File: src/rtl/cpu_pkg.sv
// rtl/cpu_pkg.sv - shared CPU types and widths used by the instruction-memory loader
package cpu_pkg;

  localparam int INSTR_W = 16;
  localparam int PC_W    = 16;

  typedef enum logic [2:0] {
    IDLE,
    LEN_HI,
    LEN_LO,
    DATA_HI,
    DATA_LO,
    CHECK,
    DONE,
    ERR
  } loader_state_t;

  // States in which the loader is consuming a frame
  function automatic logic is_loading(input loader_state_t s);
    return (s != IDLE) && (s != DONE) && (s != ERR);
  endfunction

endpackage

File: src/rtl/loader_timeout.sv
// rtl/loader_timeout.sv - idle-cycle watchdog for the byte stream while loading
module loader_timeout #(
  parameter int TIMEOUT = 65535
) (
  input  logic clk,
  input  logic reset,
  input  logic clr,
  input  logic en,
  output logic expired
);

  localparam int CNT_W = (TIMEOUT < 2) ? 1 : $clog2(TIMEOUT + 1);

  logic [CNT_W-1:0] count;

  // TIMEOUT of zero never expires; the counter then just free-runs harmlessly
  assign expired = (TIMEOUT != 0) && (count == CNT_W'(TIMEOUT));

  // Count idle cycles, holding at the limit once reached
  always_ff @(posedge clk or negedge reset) begin
    if (!reset) begin
      count <= '0;
    end else if (clr) begin
      count <= '0;
    end else if (en && !expired) begin
      count <= count + 1'b1;
    end
  end

endmodule

File: src/rtl/imem_loader.sv
// rtl/imem_loader.sv - framed byte-stream loader writing instruction memory and gating CPU reset
module imem_loader
  import cpu_pkg::*;
#(
  parameter int ADDR_W  = PC_W,
  parameter int DATA_W  = INSTR_W,
  parameter int DEPTH   = 256,
  parameter int TIMEOUT = 65535
) (
  input  logic              clk,
  input  logic              reset,
  input  logic              start,
  input  logic              byte_valid,
  input  logic [7:0]        byte_data,
  output logic              byte_ready,
  output logic              wr_en,
  output logic [ADDR_W-1:0] wr_addr,
  output logic [DATA_W-1:0] wr_data,
  output logic              cpu_hold,
  output logic              busy,
  output logic              done,
  output logic              error,
  output logic [ADDR_W-1:0] word_count
);

  loader_state_t     state, next_state;
  logic              accept;
  logic              start_load;
  logic              write_word;
  logic              expired;
  logic [7:0]        len_hi_q;
  logic [15:0]       len_q;
  logic [15:0]       len_full;
  logic              len_big;
  logic              len_zero;
  logic              last_word;
  logic [7:0]        hi_q;
  logic [7:0]        csum;
  logic [ADDR_W-1:0] addr_cnt;

  assign accept    = byte_valid && byte_ready;
  assign len_full  = {len_hi_q, byte_data};
  assign len_big   = {16'd0, len_full} > 32'(DEPTH);
  assign len_zero  = (len_full == 16'd0);
  assign last_word = (32'(word_count) + 32'd1) == 32'(len_q);

  assign busy     = is_loading(state);
  assign done     = (state == DONE);
  assign error    = (state == ERR);
  assign cpu_hold = (state != DONE);

  loader_timeout #(
    .TIMEOUT(TIMEOUT)
  ) u_timeout (
    .clk    (clk),
    .reset  (reset),
    .clr    (accept || !is_loading(state)),
    .en     (is_loading(state)),
    .expired(expired)
  );

  // State register
  always_ff @(posedge clk or negedge reset) begin
    if (!reset) begin
      state <= IDLE;
    end else begin
      state <= next_state;
    end
  end

  // Next-state decode plus one-cycle control strobes for the datapath
  always_comb begin
    next_state = state;
    start_load = 1'b0;
    write_word = 1'b0;
    case (state)
      IDLE, DONE, ERR: begin
        if (start) begin
          next_state = LEN_HI;
          start_load = 1'b1;
        end
      end
      LEN_HI: begin
        if (accept) next_state = LEN_LO;
      end
      LEN_LO: begin
        if (accept) begin
          if (len_big)       next_state = ERR;
          else if (len_zero) next_state = CHECK;
          else               next_state = DATA_HI;
        end
      end
      DATA_HI: begin
        if (accept) next_state = DATA_LO;
      end
      DATA_LO: begin
        if (accept) begin
          write_word = 1'b1;
          next_state = last_word ? CHECK : DATA_HI;
        end
      end
      CHECK: begin
        if (accept) next_state = (byte_data == csum) ? DONE : ERR;
      end
      default: next_state = IDLE;
    endcase
    // A stalled stream aborts the load; a byte arriving this cycle takes priority
    if (is_loading(state) && !accept && expired) begin
      next_state = ERR;
    end
  end

  // Frame datapath: length capture, word assembly, checksum, write port and counters
  always_ff @(posedge clk or negedge reset) begin
    if (!reset) begin
      byte_ready <= 1'b0;
      wr_en      <= 1'b0;
      wr_addr    <= '0;
      wr_data    <= '0;
      word_count <= '0;
      addr_cnt   <= '0;
      len_hi_q   <= '0;
      len_q      <= '0;
      hi_q       <= '0;
      csum       <= '0;
    end else begin
      byte_ready <= is_loading(next_state);
      wr_en      <= write_word;
      if (start_load) begin
        csum       <= '0;
        addr_cnt   <= '0;
        word_count <= '0;
      end
      if (accept && state == LEN_HI) begin
        len_hi_q <= byte_data;
      end
      if (accept && state == LEN_LO) begin
        len_q <= len_full;
      end
      if (accept && state == DATA_HI) begin
        hi_q <= byte_data;
        csum <= csum ^ byte_data;
      end
      if (write_word) begin
        csum     <= csum ^ byte_data;
        wr_data  <= DATA_W'({hi_q, byte_data});
        wr_addr  <= addr_cnt;
        addr_cnt <= addr_cnt + 1'b1;
        if (word_count != ADDR_W'(DEPTH)) begin
          word_count <= word_count + 1'b1;
        end
      end
    end
  end

endmodule
File: config.mk
export PLATFORM = sky130hd
export DESIGN_NAME = imem_loader
export DESIGN_NICKNAME = d
export VERILOG_FILES = /design/src/rtl/cpu_pkg.sv /design/src/rtl/loader_timeout.sv /design/src/rtl/imem_loader.sv
export SDC_FILE = /design/constraint.sdc
export NUM_CORES = 1
export LEC_CHECK = 0
export ABC_CLOCK_PERIOD_IN_PS = 3240
export CAP_MARGIN = 20
export CORE_MARGIN = 2
export CORE_UTILIZATION = 35
export DETAILED_ROUTE_END_ITERATION = 10
export PLACE_DENSITY = 0.61
export SLEW_MARGIN = 20
export SYNTH_ARGS = -nofsm -noshare
export SYNTH_HDL_FRONTEND = slang
export SYNTH_HIERARCHICAL = 1
export SYNTH_SLANG_ARGS = --single-unit
File: constraint.sdc
create_clock -name clk -period 3.24 [get_ports clk]
set_clock_uncertainty 0.2 [all_clocks]
set_input_delay 0.81 -clock clk [delete_from_list [all_inputs] [get_ports clk]]
set_output_delay 0.81 -clock clk [all_outputs]
set_load 0.01 [all_outputs]
==> metrics.txt, run 1 <==
status completed; met2 wire length 7060 um; FF-to-FF End state[1]$_DFF_PN0_; routed length per instance 16.0 um; syn nets 689; Max clock buf depth 2; Cells after Synth 673; detailed route wirelength on metal3 652 um; antenna violations before repair 0; GR Util All Layers 16.9%; sequential share of power 38.6%; critical path arrival 1.95 ns; CTS H-tree lvls 4; Register-to-Register Path Depth 8; Final Hold Viols 0; reg2reg setup slack 0.31 ns; Top Metal Used met4; number of global-route vias before repair 4989; Clock transition at path regs 0.06 ns; Clock Sinks 125; yosys warns 6; setup bufs post-CTS 0; largest net degree at the start of global routing 56; relative slew slack 30.8%; largest cells by area after synthesis dfrtp_1 49%, nand2_1 8.3%, mux2_2 6.3%; Num CTS Buffers 17; Area Growth Syn to Fin 24.8%; Final nets 759; Leakage 0.00348 uW; starting density of the core 35.6%; Worst Hold Class in -> async; # hold bufs at CTS 0; I/O pin cnt 66; ant diodes 0; RSZ-0062 raised after global routing false; Die Ht 139 um; first-pass GRT wire length 26500 um; critical path endpoint category output port; ys flop type dfrtp_1; worst skew pair latency 0.42 ns; gpl congestion 0.836; Pwr Total 5920 uW; core area 0.0180 sq mm; cell area after layout 0.00798 sq mm; share of cells above drive strength 1 15.1%; Crit Path Category reg -> out; Worst EP required 2.23 ns; Via density 5.21; Final Non-Filler Cells 985; CTS tree done; drt drc 0; Cell Area, Synth 0.00639 sq mm; DR iter-0 viols 360; placed cell count 953; Routed Antenna Nets 0; part of the cycle the worst path needs 91.3%; clock group share of total power 34.3%; Die Wd 139 um; die area 0.0194 sq mm; post-place instance area 0.00735 sq mm; Yosys cell types 58; total number of vias 5136; Synth Area per Inst 9.50 sq um; top cell type's share of synthesized area 48.9%; post-DP HPWL 11000 um; met1 WL 7690 um; Fmax 0.338 GHz; worst slew pin tran 1.04 ns; combinational power share 27.1%; Yosys reg bits 125; Seq/Total Area, Yosys 48.9%; Crit. Startpoint state[2]$_DFF_PN0_; Critical Path Fanout Max 9; CTS resizes 0; buffers added on ports 65; Yosys top cell by area dfrtp_1; Synth top cells by count 142 x nand2_1, 125 x dfrtp_1, 60 x o21ai_0, 36 x mux2_2, 35 x nor2_1; Routed WL 15700 um; r2r startpoint word_count[1]$_DFF_PN0_; root buffer cell clkbuf_16; max-slew violations 0; end of the critical path busy; EDFF count, synth 0; internal power 4070 uW; total global routing overflow 0; Min Clock Period, post-route 2.96 ns; FP Rows 49; P_sw 1850 uW; max-cap violations 0; Setup Viol. Count Final 0; Fin Setup TNS 0 ns; Switching Fraction 31.3%; Post-synth ARST share 100%; Critical Path Source Type register; PwrDens 742 mW/mm^2; DRT Pass-1 Iters 4; most common cell in the netlist nand2_1; Worst VDD drop 437 uV
[cell usage in the layout (no fill, tap or decap), types with 8 or more instances in the layout]
cell,n
nand2_1,142
dfrtp_1,125
clkdlybuf4s50_1,64
o21ai_0,60
mux2_2,36
nor2_1,35
buf_4,32
xnor2_1,23
nand3_1,22
nand4_1,20
clkbuf_16,17
a21oi_1,14
and3_1,13
nor4_1,12
o31ai_1,12
inv_1,11
nor3_1,8
nand2b_1,8
xor2_1,8
[per-layer routing]
layer  vias to the layer above  global-route usage, %
li1                       2513                      -
met1                      2463                   24.1
met2                       133                   25.1
met3                        27                   3.73
met4                         0                   6.80
met5                         -                      0
[power groups by stage]
stage / Combinational [uW] / Sequential (uW) / Clock [uW]
finish: 1600 / 2290 / 2030
global route: 1790 / 2350 / 2150
CTS: 1620 / 2280 / 2070
detailed placement: 1610 / 2300 / 0
global placement: 1580 / 2300 / 0
floorplan: 1040 / 2240 / 0
[worst min-delay path by stage]
stage | from | to | slack, ns
floorplan | hi_q[2]$_DFFE_PN0P_ | wr_data[10]$_DFFE_PN0P_ | 0.23
global placement | hi_q[0]$_DFFE_PN0P_ | wr_data[8]$_DFFE_PN0P_ | 0.25
detailed placement | hi_q[4]$_DFFE_PN0P_ | wr_data[12]$_DFFE_PN0P_ | 0.26
CTS | reset | addr_cnt[0]$_DFFE_PN0P_ | 0.27
global route | reset | wr_addr[0]$_DFFE_PN0P_ | 0.29
finish | reset | addr_cnt[0]$_DFFE_PN0P_ | 0.25
[layout make-up]
cell class | instances | area (sq um)
Fill cell | 1716 | 9990
Sequential cell | 125 | 3130
Multi-Input combinational cell | 491 | 2990
Timing Repair Buffer | 97 | 901
Clock buffer | 19 | 443
Tap cell | 229 | 287
Clock inverter | 13 | 188
Inverter | 11 | 41.3
[sequential cells by signal, indices dropped and copies added, names as in the netlist]
| signal | count |
|---|---|
| u_timeout/count | 16 |
| wr_data | 16 |
| state | 3 |
| len_hi_q | 8 |
| len_q | 16 |
| addr_cnt | 16 |
| wr_en | 1 |
| byte_ready | 1 |
| csum | 8 |
| word_count | 16 |
| hi_q | 8 |
| wr_addr | 16 |
[worst max-delay path, cell delays in order, from the launching register on]
cell             delay, ns
dfrtp_1               0.47
and2_1                0.24
nor2_1                0.24
clkdlybuf4s50_1       0.58
[cells by family (layout without fill, tap and decap cells)]
logic type	after synthesis	in the layout	share of synthesized area [%]
adder cells (fa/ha/maj)	4	4	0.783
XOR/XNOR	31	31	4.25
multiplexers	42	42	7.28
flip-flops	125	125	48.9
AND/OR/NAND/NOR	297	297	23.1
buffers and inverters	57	140	4.35
AO/OA/AOI/OAI	117	117	11.3
[through the flow]
step	worst slack, ns	hold WS, ns	util [%]
6_report	0.282	0.247	44.4
5_1_grt	0.112	0.289	44.4
4_1_cts	0.247	0.266	44.4
3_5_place_dp	-0.0305	0.257	40.9
3_3_place_gp	0.0693	0.246	40.9
2_1_floorplan	0.586	0.233	-
Power figures use the tool's default switching activity.
==> inputs of run 2 (changes only) <==
--- a/config.mk
+++ b/config.mk
@@ -7,10 +7,12 @@
 export LEC_CHECK = 0
 export ABC_CLOCK_PERIOD_IN_PS = 3240
 export CAP_MARGIN = 20
+export CELL_PAD_IN_SITES_DETAIL_PLACEMENT = 1
+export CELL_PAD_IN_SITES_GLOBAL_PLACEMENT = 2
 export CORE_MARGIN = 2
 export CORE_UTILIZATION = 35
 export DETAILED_ROUTE_END_ITERATION = 10
-export PLACE_DENSITY = 0.61
+export PLACE_DENSITY = 0.85
 export SLEW_MARGIN = 20
 export SYNTH_ARGS = -nofsm -noshare
 export SYNTH_HDL_FRONTEND = slang
==> metrics.txt, run 2 (synthesis gave the netlist of run 1 again) <==
largest net degree at the start of global routing 46 (was 56); ant diodes 0 (unchanged); part of the cycle the worst path needs 93.0% (was 91.3%); total global routing overflow 0 (unchanged); worst slew pin tran 1.06 ns (was 1.04 ns); drt drc 0 (unchanged); Worst EP required 3.35 ns (was 2.23 ns); Routed Antenna Nets 0 (unchanged); combinational power share 28.0% (was 27.1%); relative slew slack 29.3% (was 30.8%); Clock Sinks 125 (unchanged); clock group share of total power 33.0% (was 34.3%); max-slew violations 0 (unchanged); gpl congestion 0.819 (was 0.836); Clock transition at path regs 0.06 ns (about the same); routed length per instance 18.4 um (was 16.0 um); Buf/Inv on CP 0 (was 1); RSZ-0062 raised after global routing false (unchanged); Die Ht 139 um (unchanged); Crit-path slowest cell or4_1 (was clkdlybuf4s50_1); Critical Path Source Type register (unchanged); antenna violations before repair 0 (unchanged); GR Util All Layers 19.6% (was 16.9%); total number of vias 5353 (was 5136); placed cell count 952 (was 953); PwrDens 739 mW/mm^2 (was 742 mW/mm^2); r2r startpoint word_count[2]$_DFF_PN0_ (was word_count[1]$_DFF_PN0_); Routed WL 18100 um (was 15700 um); Max clock buf depth 2 (unchanged); status completed (unchanged); Final Non-Filler Cells 984 (was 985); critical path arrival 3.13 ns (was 1.95 ns); starting density of the core 35.6% (unchanged); critical path endpoint category register (was output port); Top delay family on crit path simple AND/OR/NAND/NOR gates (was buffers and inverters); post-DP HPWL 12700 um (was 11000 um); most common cell after layout, fill and taps aside nand2_1 (unchanged); Area Growth Syn to Fin 24.5% (was 24.8%); Final Util 44.3% (was 44.4%); Die Wd 139 um (unchanged); I/O pin cnt 66 (unchanged); CTS tree done (unchanged); Worst Hold Class in -> async (unchanged); Worst VDD drop 430 uV (was 437 uV); Switching Fraction 32.7% (was 31.3%); P_sw 1920 uW (was 1850 uW); Final nets 758 (was 759); CP cell instances and3_1 -> nand4_4 -> nor3_1 -> o2111ai_1 -> or4_1 -> a211o_1 (was and2_1 -> nor2_1 -> clkdlybuf4s50_1); first-pass GRT wire length 30500 um (was 26500 um); share of cells above drive strength 1 15.1% (about the same); CTS resizes 0 (unchanged); Setup Viol. Count Final 0 (unchanged); core area 0.0180 sq mm (unchanged); Filler Cells Inserted 2023 (was 1716); Fmax 0.332 GHz (was 0.338 GHz); buffers added on ports 65 (unchanged); sequential share of power 39.0% (was 38.6%); max-cap violations 0 (unchanged); die area 0.0194 sq mm (unchanged); CTS H-tree lvls 4 (unchanged); internal power 3960 uW (was 4070 uW); root buffer cell clkbuf_16 (unchanged); Num CTS Buffers 17 (unchanged); most frequent cells in the layout 142 x nand2_1, 125 x dfrtp_1, 64 x clkdlybuf4s50_1, 60 x o21ai_0, 36 x mux2_2 (unchanged); Leakage 0.00347 uW (was 0.00348 uW); setup bufs post-CTS 0 (unchanged); number of global-route vias before repair 5768 (was 4989); Crit. Startpoint word_count[2]$_DFF_PN0_ (was state[2]$_DFF_PN0_); FP Rows 49 (unchanged); crit-path max cell delay 0.60 ns (was 0.58 ns); DR iter-0 viols 292 (was 360); worst skew pair latency 0.43 ns (was 0.42 ns); Via density 5.44 (was 5.21); Fin Setup TNS 0 ns (unchanged); Final Hold Viols 0 (unchanged); Critical Path Fanout Max 11 (was 9); # hold bufs at CTS 0 (unchanged); Crit Path Category reg -> reg (was reg -> out); DRT Pass-1 Iters 5 (was 4); Min Clock Period, post-route 3.01 ns (was 2.96 ns)
==> run 2: path summary, 6_finish.rpt <==
path | end | slack [ns] | cells after the start
setup / recovery | state[1]$_DFF_PN0_ | 0.23 | 6
hold / removal | addr_cnt[12]$_DFFE_PN0P_ | 0.16 | 1
setup reg to reg | state[1]$_DFF_PN0_ | 0.23 | 6
hold reg to reg | wr_data[12]$_DFFE_PN0P_ | 0.26 | 2
max in group asynchronous | u_timeout/count[12]$_DFFE_PN0P_ | 1.97 | 2
min in group clk | wr_data[12]$_DFFE_PN0P_ | 0.26 | 2
==> run 2: metal layers <==
layer	track usage, %	up-vias	wire length, um
li1	-	2514	-
met2	32.7	110	9050
met3	4.59	21	611
met1	25.3	2708	8190
met4	6.06	0	246
met5	0	-	0
==> run 2: cell type report <==
type,instances,area (sq um),area share (%)
Inverter,11,41.3,0.519
Sequential cell,125,3130,39.3
Timing Repair Buffer,96,906,11.4
Tap cell,229,287,3.60
Clock inverter,12,136,1.71
Clock buffer,20,467,5.87
Multi-Input combinational cell,491,2990,37.6
==> run 2: power groups by stage <==
stage               Combinational (uW)  Clock, uW  Sequential (uW)
floorplan                         1040          0             2240
global placement                  1570          0             2280
detailed placement                1650          0             2310
CTS                               1670       1980             2290
global route                      1810       2060             2350
finish                            1650       1940             2290
==> run 2: stage by stage <==
step | setup slack [ns] | hold slack, ns | cell area, sq um | total power [uW]
5_1_grt | 0.144 | 0.183 | 7960 | 6230
3_5_place_dp | 0.00301 | 0.261 | 7350 | 3950
4_1_cts | 0.252 | 0.171 | 7960 | 5940
2_1_floorplan | 0.586 | 0.233 | 6390 | 3290
3_3_place_gp | 0.119 | 0.261 | 7350 | 3850
6_report | 0.226 | 0.160 | 7960 | 5880
